`config.mk`:
```
export PLATFORM = sky130hd
export DESIGN_NAME = vec_mem_responder_flat
export DESIGN_NICKNAME = d
export VERILOG_FILES = /design/src/rtl/vec_mem_responder_if.sv /design/src/rtl/vec_mem_responder.sv /design/src/flat_wrapper.sv
export SDC_FILE = /design/constraint.sdc
export NUM_CORES = 1
export LEC_CHECK = 0
export CORE_MARGIN = 5
export CORE_UTILIZATION = 35
export DETAILED_ROUTE_END_ITERATION = 10
export GPL_TIMING_DRIVEN = 0
export SETUP_SLACK_MARGIN = 0.3
export SYNTH_ARGS = -nofsm -noshare
export SYNTH_HDL_FRONTEND = slang
export SYNTH_SLANG_ARGS = --single-unit
```
`constraint.sdc`:
```
create_clock -name CLK -period 5.75 [get_ports CLK]
set_input_delay 0.8625 -clock CLK [delete_from_list [all_inputs] [get_ports CLK]]
set_output_delay 0.8625 -clock CLK [all_outputs]
set_load 0.02 [all_outputs]
```
`src/rtl/vec_mem_responder_if.sv`:
```
// Request/response and pixel-RAM bus for vec_mem_responder.
// slave = responder side, master = pipeline + RAM side.
interface vec_mem_responder_if #(
  parameter int unsigned DATA_W = 18,
  parameter int unsigned ADDR_W = 10,
  parameter int unsigned LANES  = 3
);
  logic                     req_valid;
  logic                     req_write;
  logic [LANES-1:0]         req_mask;
  logic [LANES*ADDR_W-1:0]  req_addr;
  logic [LANES*DATA_W-1:0]  req_wdata;
  logic                     req_ready;
  logic                     stall;
  logic                     resp_valid;
  logic [LANES*DATA_W-1:0]  resp_rdata;
  logic                     resp_err;
  logic                     mem_en;
  logic                     mem_we;
  logic [ADDR_W-1:0]        mem_addr;
  logic [DATA_W-1:0]        mem_wdata;
  logic [DATA_W-1:0]        mem_rdata;

  modport slave (
    input  req_valid, req_write, req_mask, req_addr, req_wdata, mem_rdata,
    output req_ready, stall, resp_valid, resp_rdata, resp_err,
           mem_en, mem_we, mem_addr, mem_wdata
  );

  modport master (
    output req_valid, req_write, req_mask, req_addr, req_wdata, mem_rdata,
    input  req_ready, stall, resp_valid, resp_rdata, resp_err,
           mem_en, mem_we, mem_addr, mem_wdata
  );
endinterface

```
`src/rtl/vec_mem_responder.sv`:
```
// Serializes a 3-lane vector load/store onto a 1-cycle-latency single-port pixel RAM.
// Optional VMEM_RANGE_CHECK_EN: drop lanes with addr >= MEM_DEPTH and flag resp_err.
module vec_mem_responder #(
  parameter int unsigned DATA_W    = 18,
  parameter int unsigned ADDR_W    = 10,
  parameter int unsigned LANES     = 3,
  parameter int unsigned MEM_DEPTH = 1000
) (
  input logic               CLK,
  input logic               RST,
  vec_mem_responder_if.slave bus
);
  typedef enum logic [1:0] {StIdle, StIssue, StDrain, StResp} state_e;

  state_e                    r_state, w_state_next;
  logic [1:0]                r_lane;
  logic                      r_write;
  logic [LANES-1:0]          r_mask;
  logic [LANES*ADDR_W-1:0]   r_addr;
  logic [LANES*DATA_W-1:0]   r_wdata;
  logic [LANES*DATA_W-1:0]   r_rdata;
  logic                      r_err;
  logic                      r_cap_valid;
  logic [1:0]                r_cap_lane;

  logic [LANES-1:0]          w_oob;
  logic [LANES-1:0]          w_in_mask;
  logic                      w_err;
  logic [1:0]                w_first;
  logic [1:0]                w_next;
  logic                      w_has_next;
  logic                      w_issue;

  always_comb begin
    w_oob = '0;
    for (int k = 0; k < LANES; k++) begin
      w_oob[k] = 32'(bus.req_addr[k*ADDR_W +: ADDR_W]) >= MEM_DEPTH;
    end
  end

`ifdef VMEM_RANGE_CHECK_EN
  assign w_in_mask = bus.req_mask & ~w_oob;
  assign w_err     = |(bus.req_mask & w_oob);
`else
  logic w_unused;
  assign w_in_mask = bus.req_mask;
  assign w_err     = 1'b0;
  assign w_unused  = |w_oob;
`endif

  // Descending scans so the lowest qualifying lane wins.
  always_comb begin
    w_first = '0;
    for (int k = LANES - 1; k >= 0; k--) begin
      if (w_in_mask[k]) w_first = 2'(k);
    end
  end

  always_comb begin
    w_next     = '0;
    w_has_next = 1'b0;
    for (int k = LANES - 1; k >= 0; k--) begin
      if (r_mask[k] && (k > int'(r_lane))) begin
        w_next     = 2'(k);
        w_has_next = 1'b1;
      end
    end
  end

  always_comb begin
    w_state_next = r_state;
    unique case (r_state)
      StIdle: begin
        if (bus.req_valid) w_state_next = (w_in_mask == '0) ? StResp : StIssue;
      end
      StIssue: begin
        if (!w_has_next) w_state_next = r_write ? StResp : StDrain;
      end
      StDrain: w_state_next = StResp;
      StResp:  w_state_next = StIdle;
      default: w_state_next = StIdle;
    endcase
  end

  always_ff @(posedge CLK or posedge RST) begin
    if (RST) r_state <= StIdle;
    else     r_state <= w_state_next;
  end

  always_ff @(posedge CLK or posedge RST) begin
    if (RST) begin
      r_lane      <= '0;
      r_write     <= 1'b0;
      r_mask      <= '0;
      r_addr      <= '0;
      r_wdata     <= '0;
      r_rdata     <= '0;
      r_err       <= 1'b0;
      r_cap_valid <= 1'b0;
      r_cap_lane  <= '0;
    end else begin
      // Read data of the lane issued last cycle lands now.
      if (r_cap_valid) r_rdata[r_cap_lane*DATA_W +: DATA_W] <= bus.mem_rdata;
      r_cap_valid <= (r_state == StIssue) && !r_write;
      r_cap_lane  <= r_lane;
      if (r_state == StIdle && bus.req_valid) begin
        r_write <= bus.req_write;
        r_mask  <= w_in_mask;
        r_addr  <= bus.req_addr;
        r_wdata <= bus.req_wdata;
        r_err   <= w_err;
        r_rdata <= '0;
        r_lane  <= w_first;
      end else if (r_state == StIssue && w_has_next) begin
        r_lane <= w_next;
      end
    end
  end

  assign w_issue        = (r_state == StIssue);
  assign bus.req_ready  = (r_state == StIdle);
  assign bus.stall      = ((r_state == StIdle) && bus.req_valid) || w_issue ||
                          (r_state == StDrain);
  assign bus.resp_valid = (r_state == StResp);
  assign bus.resp_rdata = r_rdata;
  assign bus.resp_err   = (r_state == StResp) && r_err;
  assign bus.mem_en     = w_issue;
  assign bus.mem_we     = w_issue && r_write;
  assign bus.mem_addr   = w_issue ? r_addr[r_lane*ADDR_W +: ADDR_W] : '0;
  assign bus.mem_wdata  = w_issue ? r_wdata[r_lane*DATA_W +: DATA_W] : '0;
endmodule

```
`src/flat_wrapper.sv`:
```
// flat-port wrapper written by rule: the top's interface ports become plain ports
module vec_mem_responder_flat 
#(
  parameter int unsigned DATA_W    = 18,
  parameter int unsigned ADDR_W    = 10,
  parameter int unsigned LANES     = 3,
  parameter int unsigned MEM_DEPTH = 1000
)
  (CLK, RST, bus_req_valid, bus_req_write, bus_req_mask, bus_req_addr, bus_req_wdata, bus_mem_rdata, bus_req_ready, bus_stall, bus_resp_valid, bus_resp_rdata, bus_resp_err, bus_mem_en, bus_mem_we, bus_mem_addr, bus_mem_wdata);
  vec_mem_responder_if #(.DATA_W(DATA_W), .ADDR_W(ADDR_W), .LANES(LANES)) bus_i ();
  input logic CLK;
  input logic RST;
  input wire logic [$bits(bus_i.req_valid)-1:0] bus_req_valid;
  input wire logic [$bits(bus_i.req_write)-1:0] bus_req_write;
  input wire logic [$bits(bus_i.req_mask)-1:0] bus_req_mask;
  input wire logic [$bits(bus_i.req_addr)-1:0] bus_req_addr;
  input wire logic [$bits(bus_i.req_wdata)-1:0] bus_req_wdata;
  input wire logic [$bits(bus_i.mem_rdata)-1:0] bus_mem_rdata;
  output wire logic [$bits(bus_i.req_ready)-1:0] bus_req_ready;
  output wire logic [$bits(bus_i.stall)-1:0] bus_stall;
  output wire logic [$bits(bus_i.resp_valid)-1:0] bus_resp_valid;
  output wire logic [$bits(bus_i.resp_rdata)-1:0] bus_resp_rdata;
  output wire logic [$bits(bus_i.resp_err)-1:0] bus_resp_err;
  output wire logic [$bits(bus_i.mem_en)-1:0] bus_mem_en;
  output wire logic [$bits(bus_i.mem_we)-1:0] bus_mem_we;
  output wire logic [$bits(bus_i.mem_addr)-1:0] bus_mem_addr;
  output wire logic [$bits(bus_i.mem_wdata)-1:0] bus_mem_wdata;
  assign bus_i.req_valid = bus_req_valid;
  assign bus_i.req_write = bus_req_write;
  assign bus_i.req_mask = bus_req_mask;
  assign bus_i.req_addr = bus_req_addr;
  assign bus_i.req_wdata = bus_req_wdata;
  assign bus_i.mem_rdata = bus_mem_rdata;
  assign bus_req_ready = bus_i.req_ready;
  assign bus_stall = bus_i.stall;
  assign bus_resp_valid = bus_i.resp_valid;
  assign bus_resp_rdata = bus_i.resp_rdata;
  assign bus_resp_err = bus_i.resp_err;
  assign bus_mem_en = bus_i.mem_en;
  assign bus_mem_we = bus_i.mem_we;
  assign bus_mem_addr = bus_i.mem_addr;
  assign bus_mem_wdata = bus_i.mem_wdata;
  vec_mem_responder #(.DATA_W(DATA_W), .ADDR_W(ADDR_W), .LANES(LANES), .MEM_DEPTH(MEM_DEPTH)) u_core (.CLK(CLK), .RST(RST), .bus(bus_i));
endmodule
```
==> results of run 1 <==
-- metal layers --
| metal | wire length (um) | GRT usage (%) | part of all wire [%] | up-vias |
|---|---|---|---|---|
| met2 | 12700 | 33.4 | 46 | 314 |
| met1 | 12000 | 27.9 | 44 | 3578 |
| met4 | 652 | 6.51 | 2.4 | 6 |
| met3 | 2020 | 5.49 | 7.4 | 44 |
| met5 | 36 | 0 | 0.13 | - |
| li1 | - | - | - | 3528 |
-- synthesized netlist by cell type, types with 10 or more instances --
master,instances
o21ai_0,24
nand3_1,19
mux2_2,13
mux2i_1,49
and2_1,35
o22ai_1,32
ha_1,10
nand2_1,361
buf_2,13
nor2_1,13
dfrtp_1,148
inv_1,13
clkbuf_1,39
mux4_2,11
a22oi_1,18
-- sequential cells by signal, summed over array words and instances (netlist names) --
name	cells
u_core.r_cap_valid	1
u_core.r_state	2
u_core.r_wdata	54
u_core.r_addr	30
u_core.r_lane	2
u_core.r_cap_lane	2
u_core.r_write	1
u_core.r_mask	2
u_core.bus.resp_rdata	54
-- cells by family after synthesis --
family	count (synthesis)	share of synthesized area [%]
and+or+nand+nor	474	25.7
adders and majority gates	10	1.56
DFF	148	46.3
AOI/OAI and AO/OA	128	11.1
other	1	0.0469
buffers and inverters	75	4.24
muxes	73	11.1
-- how the worst min path moves through the flow --
stage                      from                    to  cells past startpoint
6_report       u_core.r_lane[1]  u_core.r_cap_lane[1]                      0
5_1_grt        u_core.r_lane[1]  u_core.r_cap_lane[1]                      0
4_1_cts        u_core.r_lane[1]  u_core.r_cap_lane[1]                      0
3_5_place_dp   u_core.r_lane[1]  u_core.r_cap_lane[1]                      0
3_3_place_gp   u_core.r_lane[1]  u_core.r_cap_lane[1]                      0
2_1_floorplan  u_core.r_lane[1]  u_core.r_cap_lane[1]                      0
-- cell type report --
class | instances | area share [%]
plain buffers | 62 | 2.64
clock inverters | 13 | 2.00
clock buffers | 18 | 3.99
multi-input cells | 686 | 36.0
well taps | 285 | 3.24
repair buffers | 196 | 18.0
flip-flops and latches | 148 | 33.7
inverters | 13 | 0.489
-- per-stage QoR --
| step | setup slack [ns] | std cells | power [mW] | hold slack [ns] |
|---|---|---|---|---|
| finish | 1.73 | 1421 | 6.16 | 0.381 |
| detailed placement | 1.71 | 1390 | 4.89 | 0.367 |
| global placement | -1.35 | 1389 | 4.86 | 0.367 |
| floorplan | 0.908 | 909 | 3.71 | 0.352 |
| CTS | 1.71 | 1421 | 6.18 | 0.381 |
| global route | 1.61 | 1421 | 6.55 | 0.391 |
-- critical path: stages --
cell and delay [ns]:
clkdlybuf4s50_1 0.53, and2_1 0.14, clkbuf_1 0.23, clkbuf_1 0.56, or3_1 0.21, clkdlybuf4s50_1 0.62
-- power groups by stage --
| stage | registers (mW) | clock network [mW] | logic (mW) |
|---|---|---|---|
| after floorplan | 1.72 | 0 | 1.98 |
| after global placement | 1.67 | 0 | 3.19 |
| after detailed placement | 1.68 | 0 | 3.22 |
| after CTS | 1.66 | 1.29 | 3.23 |
| after global routing | 1.71 | 1.32 | 3.51 |
| final | 1.66 | 1.27 | 3.23 |
==> results.md, run 1 <==
* Initial core utilization at 35.4%
* Total number of vias at 7470
* Die Wd at 161 um
* CTS max path bufs at 2
* Post-cts sizing count at 0
* Synth area leaders: dfrtp_1, nand2_1, mux2i_1
* # IOs at 197
* Number of global-route vias before repair at 7637
* Multi-input logic area at 0.00396 mm^2
* Final Hold Viols at 0
* VDD IR-drop max at 0.218 mV
* Syn Area/Cell at 8.80 um^2
* DRT iter0 DRCs at 474
* WL/cell at 19.3 um
* R2R depth at 10
* First-pass detailed-route iteration total at 6
* Gate power share at 52.4%
* FP Rows at 55
* Crit path kind: primary input to primary output
* Clock Skews at 0.0120 ns
* Critical Path AT at 3.15 ns
* Part of the power in registers at 27.0%
* Largest net degree at the start of global routing at 77
* Post-CTS Setup Inserts at 0
* PwrDens at 560 mW/mm^2
* CTS tree: done
* Critical Path Sink Type: primary output
* Share of cells above drive strength 1 at 7.75%
* Pin slew with the least headroom to its limit at 0.853 ns
* Vias per inst at 5.26
* Post-Synthesis Cells at 909
* CTS root buf: clkbuf_16
* Max-slew violations at 0
* Final Util at 48.7%
* H-tree level count at 4
* Worst reg2reg path startpoint: u_core.r_cap_lane[0]
* GRT Total Usage at 20.9%
* Synthesis-stage register bit count at 148
* Worst skew pair latency at 0.43 ns
* Cell Int Power at 3.50 mW
* Number of synthesized flops with an enable pin at 0
* Critical Path Start Type: primary input
* Sw Ratio at 43.1%
* Fmax at 0.249 GHz
* NetSw at 2.66 mW
* RSZ-0062 raised after global routing: false
* Leakage at 4.98 nW
* Outcome: finished, final reports clean
* Drt drc at 0
* Syn nets at 1028
* Final instance area at 0.0110 mm^2
* Die area at 0.0260 mm^2
* DRT Wirelength at 27.4 mm
* FF/Latch Area at 0.00370 mm^2
* Final nets at 1243
* Number of synthesis warnings at 0
* R2R Setup Slk at 2.43 ns
* Gr ovfl total at 0
* Clk sinks at 148
* Reg-to-reg endpoint: u_core.bus.resp_rdata[48]
* Ys flop type: dfrtp_1
* Cell taking the most area after synthesis: dfrtp_1
* Worst-path fanout max at 10
* First-pass GRT wire length at 42.9 mm
* RePlAce Congestion at 0.905
* DP HPWL at 20.4 mm
* Initial antenna violation count at 3
* Die height at 161 um
* Final setup vio count at 0
* Rel. slew slack at 43.1%
* CP Launch Point: bus_req_valid
* Most common cell after layout, fill and taps aside: nand2_1
* Synth unique cells at 52
* Critical Path RT at 4.89 ns
* Ant. Diodes at 0
* Core area at 0.0226 mm^2
* Crit path to: bus_stall
* Worst hold path type: flip-flop to flip-flop
* IO buf count at 195
* Clock share of power at 20.6%
* Routed Antenna Nets at 0
* Commonest cells after routing, fill and taps aside: nand2_1, clkdlybuf4s50_1, dfrtp_1, mux2i_1, clkbuf_1
* Post-synthesis sequential area ratio at 46.3%
* Final setup TNS at 0 ns
* Synth top area share at 46.3%
* Max-cap viol count at 0
* Worst-path clk slew at 0.06 ns
* Layout Area Growth over Synthesis at 37.5%
* Post-place instance area at 0.0103 mm^2
* Filler cells at 2212
* Fin crit period at 4.02 ns
* Period utilization at 69.8%
* Mapped cell area at 0.00800 mm^2
* TritonCTS Buffers at 17
* Cts hold-fix bufs at 0
* Fraction of registers with async set/reset at 100%
No activity file was read; power rests on OpenSTA's default activity.
==> run 2: changes to the inputs <==
==> constraint.sdc (replaced) <==
create_clock -name CLK -period 3.8 [get_ports CLK]
set_input_delay 0.57 -clock CLK [delete_from_list [all_inputs] [get_ports CLK]]
set_output_delay 0.57 -clock CLK [all_outputs]
set_load 0.02 [all_outputs]
==> run 2 against run 1 <==
Wire length fell by 0.32%. Clock power rose by 34%. Cell count rose by 0.35%. Utilization fell by 0.072 points. Global-route usage rose by 0.17 points. Largest cell class unchanged. Largest power group unchanged.
==> results.md, run 2 (same netlist as run 1, synthesis figures left out) <==
* Outcome: finished, final reports clean
* Final setup vio count at 0
* Core area at 0.0226 mm^2
* Worst-path clk slew at 0.06 ns
* Pin slew with the least headroom to its limit at 0.815 ns
* Worst skew pair latency at 0.42 ns
* Filler cells at 2245
* Worst path buffer plus inverter count at 4
* Critical path's top delay family: buffers and inverters
* Die height at 161 um
* Worst reg2reg path startpoint: u_core.r_cap_lane[0]
* TritonCTS Buffers at 17
* Final Util at 48.7%
* Final instance area at 0.0110 mm^2
* Min-Delay Startpoint: u_core.r_lane[1]
* Slowest cell delay on critical path at 0.61 ns
* Clock Skews at 0.0120 ns
* Slowest CP cell: clkdlybuf4s50_1
* First-pass detailed-route iteration total at 7
* Fmax at 0.302 GHz
* Share of cells above drive strength 1 at 8.25%
* # IOs at 197
* Initial antenna violation count at 5
* Most common cell after layout, fill and taps aside: nand2_1
* Die Wd at 161 um
* Fin crit period at 3.31 ns
* Critical Path AT at 2.74 ns
* RePlAce Congestion at 0.922
* R2R Setup Slk at 0.61 ns
* Largest net degree at the start of global routing at 41
* CTS tree: done
* R2R depth at 10
* Rel. slew slack at 45.2%
* VDD IR-drop max at 0.403 mV
* Period utilization at 87.0%
* Critical Path RT at 3.23 ns
* CP cell instances: inv_1 -> ha_1 -> and2_1 -> clkbuf_1 -> clkbuf_4 -> or3_1 -> clkdlybuf4s50_1
* GRT Total Usage at 21.1%
* Crit path kind: flip-flop to primary output
* Reg-to-reg endpoint: u_core.bus.resp_rdata[48]
* Number of global-route vias before repair at 7544
* Drt drc at 0
* CTS root buf: clkbuf_16
* Commonest cells after routing, fill and taps aside: nand2_1, clkdlybuf4s50_1, dfrtp_1, mux2i_1, clkbuf_1
* DP HPWL at 20.6 mm
* DRT iter0 DRCs at 598
* First-pass GRT wire length at 43.0 mm
* Total number of vias at 7419
* Initial core utilization at 35.4%
* Critical Path Start Type: flip-flop
* PwrDens at 826 mW/mm^2
* Gr ovfl total at 0
* Layout Area Growth over Synthesis at 37.3%
* Clk sinks at 148
* Max-cap viol count at 0
* Die area at 0.0260 mm^2
* Post-CTS Setup Inserts at 0
* Routed Antenna Nets at 0
* Final Hold Viols at 0
* Vias per inst at 5.20
* Post-place instance area at 0.0104 mm^2
* WL/cell at 19.2 um
* Hold endpoint: u_core.r_cap_lane[1]
* RSZ-0062 raised after global routing: true
* IO buf count at 195
* DRT Wirelength at 27.3 mm
* Hold depth at 0
* Final nets at 1246
* CTS max path bufs at 2
* Max-slew violations at 0
* FP Rows at 55
* Critical Path Sink Type: primary output
* Worst hold path type: flip-flop to flip-flop
* H-tree level count at 4
* Leakage at 4.98 nW
* Worst-path fanout max at 10
* Cts hold-fix bufs at 0
==> run 2: changes by cell type in the layout (fill, tap and decap cells not counted), sizes merged <==
cell | before | now
buf | 24 | 27
bufinv | 5 | 1
clkinv | 2 | 5
diode | 0 | 1
inv | 17 | 19
==> run 2: cell type report <==
cell class | count | area [um^2] | area share (%)
multi-input combinational | 686 | 3960 | 36.1
sequential | 148 | 3700 | 33.7
inverter | 13 | 52.6 | 0.478
buffer | 62 | 294 | 2.68
timing repair buffer | 199 | 2030 | 18.5
clock buffer | 18 | 439 | 4.00
tap | 285 | 357 | 3.25
clock inverter | 14 | 143 | 1.30
antenna | 1 | 2.50 | 0.0228
==> run 2: through the flow <==
stage	cells	hold WS, ns	TNS, ns	setup WS [ns]	total power, mW
6_report	1426	0.394	0	0.494	9.08
5_1_grt	1426	0.422	0	0.294	9.67
3_3_place_gp	1389	0.362	-1.72	-0.0256	7.34
2_1_floorplan	909	0.352	0	1.15	5.61
3_5_place_dp	1393	0.379	0	0.319	7.38
4_1_cts	1425	0.396	0	0.352	9.11
==> run 2: metal layers <==
| layer | part of all wire (%) | vias to the layer above | routed length (um) | GRT usage, % |
|---|---|---|---|---|
| met1 | 43 | 3500 | 11700 | 27.7 |
| met2 | 47 | 323 | 12900 | 34.3 |
| li1 | - | 3547 | - | - |
| met5 | 0.15 | - | 42 | 0 |
| met3 | 8.4 | 41 | 2290 | 6.18 |
| met4 | 1.7 | 8 | 469 | 5.43 |
==> run 2: how the worst max path moves through the flow <==
stage | from | end | slack, ns | depth (start not counted)
after floorplan | u_core.r_cap_lane[0] | u_core.bus.resp_rdata[52] | 1.15 | 10
final | u_core.r_state[0] | bus_stall | 0.49 | 7
after detailed placement | bus_req_valid | bus_stall | 0.32 | 6
after global placement | RST | u_core.r_addr[26] | -0.03 | 2
after CTS | u_core.r_state[0] | bus_stall | 0.35 | 7
after global routing | u_core.r_state[0] | bus_stall | 0.29 | 7
==> run 2: timing repair <==
item                                    CTS  global route
endpoints found under the setup margin    1             5
gates resized for setup                   1             3
cloned                                    0             0
==> run 2: power breakdown <==
| group | switching [mW] | internal (mW) |
|---|---|---|
| registers | 0.344 | 2.17 |
| clock network | 0.755 | 0.942 |
| logic | 2.92 | 1.94 |
| total | 4.02 | 5.05 |
